--- src/rtl/gray_counter_pkg.sv ---
// Shared constants and the per-edge operation select for the Gray-code counter.
// The optional down-count feature is enabled with the GRAY_COUNTER_DOWN_EN macro.
package gray_counter_pkg;

   localparam int GRAY_DEFAULT_WIDTH = 8;

   typedef enum logic [1:0] {
      OP_HOLD  = 2'd0,
      OP_LOAD  = 2'd1,
      OP_COUNT = 2'd2
   } op_e;

endpackage

--- src/rtl/gray_counter_conv.sv ---
// Combinational binary<->Gray converters shared by the counter's step path and load path.
module bin2gray
   import gray_counter_pkg::*;
#(
   parameter int DATA_WIDTH = GRAY_DEFAULT_WIDTH
) (
   input  logic [DATA_WIDTH-1:0] binary_in,
   output logic [DATA_WIDTH-1:0] gray_out
);

   assign gray_out = binary_in ^ (binary_in >> 1);

endmodule

module gray2bin
   import gray_counter_pkg::*;
#(
   parameter int DATA_WIDTH = GRAY_DEFAULT_WIDTH
) (
   input  logic [DATA_WIDTH-1:0] gray_in,
   output logic [DATA_WIDTH-1:0] binary_out
);

   logic                  acc;
   logic [DATA_WIDTH-1:0] bin_v;

   // XOR prefix from the MSB down: each binary bit is the parity of all Gray bits above and at it.
   always_comb begin
      acc   = 1'b0;
      bin_v = '0;
      for (int i = DATA_WIDTH - 1; i >= 0; i--) begin
         acc      = acc ^ gray_in[i];
         bin_v[i] = acc;
      end
   end

   assign binary_out = bin_v;

endmodule

--- src/rtl/gray_counter.sv ---
// Registered Gray-code counter with Gray-coded synchronous load and wrap pulse.
// Define GRAY_COUNTER_DOWN_EN to add the dir port and down-count/underflow wrap.
module gray_counter
   import gray_counter_pkg::*;
#(
   parameter int DATA_WIDTH = GRAY_DEFAULT_WIDTH
) (
   input  logic                  clk,
   input  logic                  rst,
   input  logic                  en,
   input  logic                  load,
   input  logic [DATA_WIDTH-1:0] load_gray,
`ifdef GRAY_COUNTER_DOWN_EN
   input  logic                  dir,
`endif
   output logic [DATA_WIDTH-1:0] gray_out,
   output logic [DATA_WIDTH-1:0] bin_out,
   output logic                  wrap
);

   localparam logic [DATA_WIDTH-1:0] TC_ONES = '1;
   localparam logic [DATA_WIDTH-1:0] TC_ZERO = '0;
   localparam logic [DATA_WIDTH-1:0] ONE     = {{(DATA_WIDTH-1){1'b0}}, 1'b1};

   logic [DATA_WIDTH-1:0] bin_q,  bin_d;
   logic [DATA_WIDTH-1:0] gray_q, gray_d;
   logic                  wrap_q, wrap_d;

   logic [DATA_WIDTH-1:0] bin_step;
   logic [DATA_WIDTH-1:0] gray_step;
   logic [DATA_WIDTH-1:0] load_bin;
   logic                  wrap_hit;
   op_e                   op;

`ifdef GRAY_COUNTER_DOWN_EN
   assign bin_step = dir ? (bin_q + ONE) : (bin_q - ONE);
   assign wrap_hit = dir ? (bin_q == TC_ONES) : (bin_q == TC_ZERO);
`else
   assign bin_step = bin_q + ONE;
   assign wrap_hit = (bin_q == TC_ONES);
`endif

   // Gray is always re-derived from the binary step so only one bit can flip.
   bin2gray #(.DATA_WIDTH(DATA_WIDTH)) u_bin2gray (
      .binary_in (bin_step),
      .gray_out  (gray_step)
   );

   gray2bin #(.DATA_WIDTH(DATA_WIDTH)) u_gray2bin (
      .gray_in    (load_gray),
      .binary_out (load_bin)
   );

   always_comb begin
      op     = OP_HOLD;
      bin_d  = bin_q;
      gray_d = gray_q;
      wrap_d = 1'b0;
      if (load) begin
         op = OP_LOAD;
      end else if (en) begin
         op = OP_COUNT;
      end
      unique case (op)
         OP_LOAD: begin
            bin_d  = load_bin;
            gray_d = load_gray;
         end
         OP_COUNT: begin
            bin_d  = bin_step;
            gray_d = gray_step;
            wrap_d = wrap_hit;
         end
         default: begin
            bin_d  = bin_q;
            gray_d = gray_q;
         end
      endcase
   end

   always_ff @(posedge clk) begin
      if (rst) begin
         bin_q  <= '0;
         gray_q <= '0;
         wrap_q <= 1'b0;
      end else begin
         bin_q  <= bin_d;
         gray_q <= gray_d;
         wrap_q <= wrap_d;
      end
   end

   assign bin_out  = bin_q;
   assign gray_out = gray_q;
   assign wrap     = wrap_q;

endmodule

--- config.mk ---
export PLATFORM = sky130hd
export DESIGN_NAME = gray_counter
export DESIGN_NICKNAME = d
export VERILOG_FILES = /design/src/rtl/gray_counter_pkg.sv /design/src/rtl/gray_counter_conv.sv /design/src/rtl/gray_counter.sv
export SDC_FILE = /design/constraint.sdc
export NUM_CORES = 1
export LEC_CHECK = 0
export ABC_AREA = 0
export CORE_ASPECT_RATIO = 0.6
export CORE_UTILIZATION = 47
export CTS_CLUSTER_SIZE = 14
export DETAILED_ROUTE_END_ITERATION = 16
export MAX_ROUTING_LAYER = met4
export PLACE_DENSITY = 0.86
export SYNTH_ARGS = -nofsm -noshare
export SYNTH_HDL_FRONTEND = slang
export SYNTH_SLANG_ARGS = --single-unit
--- constraint.sdc ---
create_clock -name clk -period 2.1 [get_ports clk]
set_input_delay 0.21 -clock clk [delete_from_list [all_inputs] [get_ports clk]]
set_output_delay 0.21 -clock clk [all_outputs]
set_load 0.01 [all_outputs]
## Yosys cells after proc, flatten, opt, wreduce, memory -nomap -nowiden

Index checks and enable logic that the tools add are counted.

| storage, ports and cells | value |
|---|---|
| register bits | 17 |
| input port bits | 12 |

| operators by class | value |
|---|---|
| add/subtract/negate cells | 1 |
| equal/unequal tests | 3 |
| mux-type cells | 4 |
| bitwise gates (word level) | 9 |
| reductions and logical operators | 2 |

Operators by type and width:

| cell | number |
|---|---|
| case mux 8 bit (2 select lines) | 2 |
| adder 8 x 1 -> 8 bit, second input constant | 1 |
| == test 8 bit, second input constant | 1 |
| XOR 8 x 7 -> 8 bit | 1 |
| XOR 1 bit | 7 |
| 2-to-1 mux 2 bit | 2 |
| == test 2 x 1 -> 1 bit, second input constant | 1 |
| == test 2 bit, second input constant | 1 |
| nonzero test 2 bit | 1 |
| OR reduction 2 bit | 1 |
| NOT 1 bit | 1 |

## Longest topological paths before layout

Gate-level depths: netlist of run 1.

| logic depth | value |
|---|---|
| depth in word-level cells | 8 |
| mapped depth | 7 |
| mapped depth without buffers | 6 |

## Cells and area by module

A second synthesis of run 1 with hierarchy kept.

| unflattened totals | value |
|---|---|
| cells, all modules | 136 |
| area, all modules | 1,124.8 um^2 |

Modules (own cells, without submodules):

| module | times used | cells an instance | area each (um^2) | seq. area each (um^2) |
|---|---|---|---|---|
| gray_counter | 1 | 114 | 923.4 | 340.3 |
| gray2bin | 1 | 14 | 132.6 | 0.0 |
| bin2gray | 1 | 8 | 68.8 | 0.0 |

## Worst setup path after synthesis of run 1

Ideal clock, no wire load.

| path | value |
|---|---|
| path kind | register to register |
| from | register bin_q[0] (netlist: bin_out[0]) |
| to | register gray_q[4] (netlist: gray_out[4]) |
| arrival time | 1,730 ps |
| data required time | 1,966 ps |
| path slack | 236 ps |
| stages on the path, launching flop included | 8 |
| path buffers | 1 |
| path through | dfxtp_1 -> ha_1 -> clkbuf_1 -> and3b_1 -> a21o_1 -> a31oi_1 -> xnor2_1 -> o22ai_1 |

| on the way | value |
|---|---|
| longest elaborated chain between the ends | 3 |

RTL lines:

| element | RTL line | text |
|---|---|---|
| start: declaration | gray_counter.sv:25 | `logic [DATA_WIDTH-1:0] bin_q, bin_d;` |
| start signal: assignment | gray_counter.sv:87 | `bin_q <= bin_d;` |
| adder 8 x 1 -> 8 bit | gray_counter.sv:39 | `assign bin_step = bin_q + ONE;` |
| XOR 8 x 7 -> 8 bit | gray_counter_conv.sv:11 | `assign gray_out = binary_in ^ (binary_in >> 1);` |
| case mux 8 bit (2 select lines) | gray_counter.sv:64 | `unique case (op)` |
| end signal: assignment | gray_counter.sv:88 | `gray_q <= gray_d;` |
| end: declaration | gray_counter.sv:26 | `logic [DATA_WIDTH-1:0] gray_q, gray_d;` |

Every way passes these cells.
A chain may end at the register's enable or synchronous reset.

## Final worst setup path of run 1

| path | value |
|---|---|
| from | register bin_q[1] (netlist: bin_out[1]) |
| to | register gray_q[4] (netlist: gray_out[4]) |

The elaborated chain is that of the path after synthesis.

==> results of run 1 <==
worst max path at each step:
stage                       end  slack [ns]  cells past startpoint
floorplan           gray_out[4]        0.24                      7
global placement     bin_out[0]        0.21                      6
detailed placement   bin_out[0]        0.16                      6
CTS                 gray_out[4]        0.26                      6
global route        gray_out[4]        0.07                      6
finish              gray_out[4]        0.24                      6
sequential cells by signal, indices dropped and copies added (netlist names):
name,flops
wrap,1
bin_out,8
gray_out,7
placed cells by master, fill, tap and decap left out, drive strengths merged, types with 2 or more instances in the layout:
cell type | netlist | routed
a211oi | 7 | 7
a21o | 3 | 3
a21oi | 11 | 11
a221oi | 2 | 2
a31oi | 2 | 2
buf | 4 | 9
clkbuf | 7 | 3
clkdlybuf4s50 | 0 | 28
dfxtp | 16 | 16
inv | 4 | 4
nand2 | 7 | 7
nand3 | 5 | 5
nor2 | 10 | 10
nor2b | 2 | 2
nor3 | 3 | 3
nor3b | 3 | 3
o22ai | 4 | 4
xnor2 | 15 | 15
xor2 | 7 | 7
cell families after synthesis:
family,count (synthesis)
mux,2
fa+ha+maj,1
xor+xnor,23
simple gates,37
buf+inv,15
flops,16
compound gates,34
per-stage QoR:
stage	hold slack, ns	instance area, µm²
after floorplan	0.3527	1065
after global placement	0.4989	1401
after detailed placement	0.5206	1401
after CTS	0.5286	1443
after global routing	0.5763	1443
final	0.5403	1443
layer usage:
metal / up-vias / routed length [µm] / track usage
li1: 510 / - / -
met1: 475 / 1357 / 0.3464
met2: 54 / 1259 / 0.4149
met3: 2 / 260 / 0.06176
met4: 0 / 21 / 0.07955
met5: - / 0 / -
where the power goes:
group,internal (mW),switching (mW),leakage [nW],total (mW)
clock,0.127,0.107,0.0216,0.234
combinational,0.198,0.182,0.397,0.380
sequential,0.334,0.0294,0.133,0.363
cell type report:
class / count / area (µm²) / area share
Tap cell: 28 / 35.03 / 0.02428
Timing Repair Buffer: 37 / 347.8 / 0.2411
Inverter: 4 / 15.01 / 0.01041
Multi-Input combinational cell: 97 / 683.2 / 0.4735
Sequential cell: 16 / 320.3 / 0.2220
Clock buffer: 3 / 41.29 / 0.02862
worst min-delay path, cell delays in order (launching register included):
cell     delay [ns]
dfxtp_1        0.36
nand3_1        0.10
nor3_1         0.04
==> flow_metrics.tcl, run 1 <==
set metrics [dict create \
    synthMuxAreaShare 0.01998 \
    period_minus_slack_ns 1.865 \
    hold_buffers 0 \
    r2r_cells 6 \
    setup_viol_count_final 0 \
    layout-drive-gt1-share 0.1019 \
    yosysMostFrequentCell "dfxtp_1" \
    yosys.area_share.xor_xnor 0.2162 \
    cp.required_ns 2.23 \
    clock_latency_ns 0.25 \
    r2r-end "gray_out[4]" \
    ff2ff_setup_slack_ns 0.24 \
    vias_per_cell 5.627 \
    core_um2 1982 \
    skew_ns 0.002289 \
    routed_wirelength_mm 2.899 \
    cts_made_buffers 3 \
    cpMaxStageDelayCell "dfxtp_1" \
    startpoint_type "flip-flop" \
    ys_warn_count 0 \
    crit_arrival_ns 1.99 \
    dieWidth_um 63.45 \
    ios 29 \
    critical_path.startpoint "bin_out[1]" \
    hp-start "bin_out[7]" \
    drc_errors 0 \
    crit_buf_inv 0 \
    clock_path_buffers 2 \
    rows 12 \
    worstSetupEndpointType "flip-flop" \
    grt_use_total 0.2653 \
    vias 1041 \
    async_reset_ff_frac 0 \
    synth_commonest_cells "dfxtp_1 (16), xnor2_1 (14), a21oi_1 (11)" \
    cts_setup_buffers 0 \
    synth_nets 141 \
    io_buffers 28 \
    post-route-util 0.7279 \
    rsz0062_at_grt "false" \
    instances_no_fill 185 \
    slowest_delay_ns 0.44 \
    p_leak_nw 0.5511 \
    setup_tns_ns 0 \
    max_slew_margin 0.7371 \
    crit_fanout 7 \
    netlist.area_leader.share 0.3008 \
    crit_type "reg -> reg" \
    area.growth.synth_to_final_pct 35.49 \
    htree_levels 1 \
    synth_largest_area_cell "dfxtp_1" \
    initial_core_util 0.5372 \
    fin_ws_ns 0.2354 \
    hold_violations 0 \
    grt_overflow 0 \
    root_buffer "clkbuf_8" \
    hold_depth 2 \
    cts_resized 0 \
    ys_seq_area_frac 0.3008 \
    antenna_found_initial 0 \
    cts_tree "done" \
    cp_cell_sequence "ha_1 > a21boi_0 > a21o_1 > a31oi_1 > xnor2_1 > o22ai_1" \
    syn_inst 128 \
    clkTransAtPathRegs_ns 0.06 \
    drtPass1Iterations 4 \
    ys_seq_elements 16 \
    r2r-start "bin_out[1]" \
    powerDensity_nw_per_um2 677.9 \
    die-area_um2 2466 \
    synth_top_family_by_area "compound AO/OA/AOI/OAI gates" \
    synth_edf_count 0 \
    dpl.hpwl_mm 2.132 \
    gp_congestion 0.7919 \
    routedWlPerCell_um 15.67 \
    fill_cells 174 \
    synth-simple-area-share 0.1774 \
    outcome "completed" \
    synthAdderAreaFrac 0.01175 \
    synth_compound_area_frac 0.2162 \
    hold_path_end "wrap" \
    cap_viol_max_count 0 \
    peakVddDrop_mv 0.4535 \
    grt_max_degree 31 \
    drtIter0Drc 116 \
    min_path_type "reg -> reg" \
    dp_slack_ns 0.1640 \
    drv_slew 0 \
    power_mw 0.9780 \
    fin_crit_sh 0.8879 \
    max_freq_mhz 536.3 \
    tightestPinTransition_ns 0.3908 \
    grt_pass1_wl_mm 4.567 \
    ys.flop_type "dfxtp_1" \
    dp.cells 182 \
    crit_family "compound AO/OA/AOI/OAI gates" \
    netlist_area_um2 1065 \
    num_antenna_cells 0 \
    synth_cell_types 39 \
    syn_avg_cell_area_um2 8.319 \
    ant_nets 0 \
    clkSinkCount 16 \
    chipHeight_um 38.87 \
    netlist_top_cells_area "dfxtp_1 (30%), xnor2_1 (12%), a21oi_1 (5.2%), xor2_1 (4.9%), a211oi_1 (4.2%)" \
    nNetsFinal 172 \
    grt_pass1_vias 950 \
]
Power figures use the tool's default switching activity.
==> run 2: changes to the inputs <==
clock period = 1.77 ns   (was 2.1 ns; I/O delays follow)
==> run 2 against run 1 <==
Non-clock buffer count is 8 higher; cell area grew 4.3%; clock power grew 18%; wire length fell by 2.0%; register-to-register slack lost 0.11 ns; critical path depth down 4; largest cell class unchanged; highest routed layer unchanged; die area did not move; combinational power increased by 23%; clock skew up 0.0019 ns; setup slack worse by 0.11 ns; core utilization grew 3.2 points.
==> flow_metrics.tcl, run 2 (synthesis results as in run 1) <==
set metrics [dict create \
    ff2ff_setup_slack_ns 0.13 \
    power_mw 1.174 \
    use_met3 0.06765 \
    clkSinkCount 16 \
    tightestPinTransition_ns 0.2829 \
    top_usage_layer "met2" \
    chipHeight_um 38.87 \
    fin_ws_ns 0.1279 \
    drtIter0Drc 64 \
    worstSetupEndpointType "output port" \
    hp-start "load_gray[1]" \
    skew_ns 0.004225 \
    largest_register_ffs 8 \
    fin_area_um2 1505 \
    final_cell_mix "clkdlybuf4s50_1 (28), buf_4 (17), dfxtp_1 (16)" \
    placed_cell_area_um2 1461 \
    r2r-start "bin_out[0]" \
    rows 12 \
    core_um2 1982 \
    period_minus_slack_ns 1.642 \
    routedWlPerCell_um 14.72 \
    p_leak_nw 0.5873 \
    clock_path_buffers 2 \
    vias_per_cell 5.658 \
    io_buffers 28 \
    grt_pass1_vias 1007 \
    powerDensity_nw_per_um2 779.8 \
    dpl.hpwl_mm 2.076 \
    crit_fanout 9 \
    setup_viol_count_final 0 \
    antenna_found_initial 0 \
    dieWidth_um 63.45 \
    nNetsFinal 180 \
    cp.required_ns 1.59 \
    grt_max_degree 18 \
    drtPass1Iterations 4 \
    num_antenna_cells 0 \
    htree_levels 1 \
    die-area_um2 2466 \
    grtUsageMet2 0.4335 \
    drc_errors 0 \
    vias 1092 \
    dp.cells 190 \
    min_path_type "in -> reg" \
    max_slew_margin 0.8111 \
    root_buffer "clkbuf_8" \
    fin_crit_sh 0.9277 \
    clock_latency_ns 0.25 \
    cts_tree "done" \
    dp_slack_ns -0.1218 \
    max_freq_mhz 609.0 \
    ios 29 \
    rsz0062_at_grt "false" \
    drv_slew 0 \
    area.growth.synth_to_final_pct 41.36 \
    startpoint_type "flip-flop" \
    peakVddDrop_mv 0.5500 \
    hold_violations 0 \
    gp_congestion 0.8472 \
    instances_no_fill 193 \
    fill_cells 160 \
    ant_nets 0 \
    final_common_cell "clkdlybuf4s50_1" \
    routed_wirelength_mm 2.840 \
    layout-drive-gt1-share 0.1515 \
    clkTransAtPathRegs_ns 0.06 \
    critical_path.startpoint "bin_out[2]" \
    crit_arrival_ns 1.47 \
    post-route-util 0.7595 \
    grt_overflow 0 \
    grt_use_total 0.2670 \
    outcome "completed" \
    initial_core_util 0.5372 \
    globalRouteMet1Util 0.3292 \
    cts_made_buffers 3 \
    cap_viol_max_count 0 \
    crit_type "reg -> out" \
    grt_pass1_wl_mm 4.623 \
]
## run 2: repair_timing
| item | 4_1_cts | 5_1_grt |
|---|---|---|
| hold endpoints to repair | 0 | 0 |
| endpoints found under the setup margin | 0 | 3 |
| buffers inserted | 0 | 0 |
| resized for setup | 0 | 2 |
| hold buffers | 0 | 0 |
## run 2: metal layers
metal  part of all wire  vias up
li1                   -      528
met1               0.45      500
met2               0.44       58
met3              0.093        6
met4              0.013        0
met5                  0        -
## run 2: stage by stage
step	hold slack (ns)	TNS, ns
finish	0.5439	0
detailed placement	0.5351	-0.1294
global route	0.5652	0
CTS	0.5426	0
floorplan	0.3197	0
global placement	0.5221	-0.08290
## run 2: critical path, stage by stage, from the launching register on
cell and delay, ns:
dfxtp_1 0.48, buf_4 0.20, clkdlybuf4s50_1 0.54
## run 2: report_power, final
group          internal (mW)  switching [mW]  total [mW]
combinational          0.255           0.211       0.466
clock                  0.151           0.125       0.276
sequential             0.396          0.0357       0.432
total                  0.802           0.372        1.17
## run 2: cell type report
cell class	count	area [µm²]	area share
flip-flops and latches	16	320.3	0.2128
multi-input cells	97	685.7	0.4555
inverters	4	15.01	0.009975
clock buffers	3	41.29	0.02743
well taps	28	35.03	0.02328
repair buffers	45	407.9	0.2710
## run 2: worst paths after layout
path                  to  cells past startpoint
min          gray_out[1]                      3
max reg2reg  gray_out[4]                      6
max           bin_out[2]                      2
min reg2reg         wrap                      2
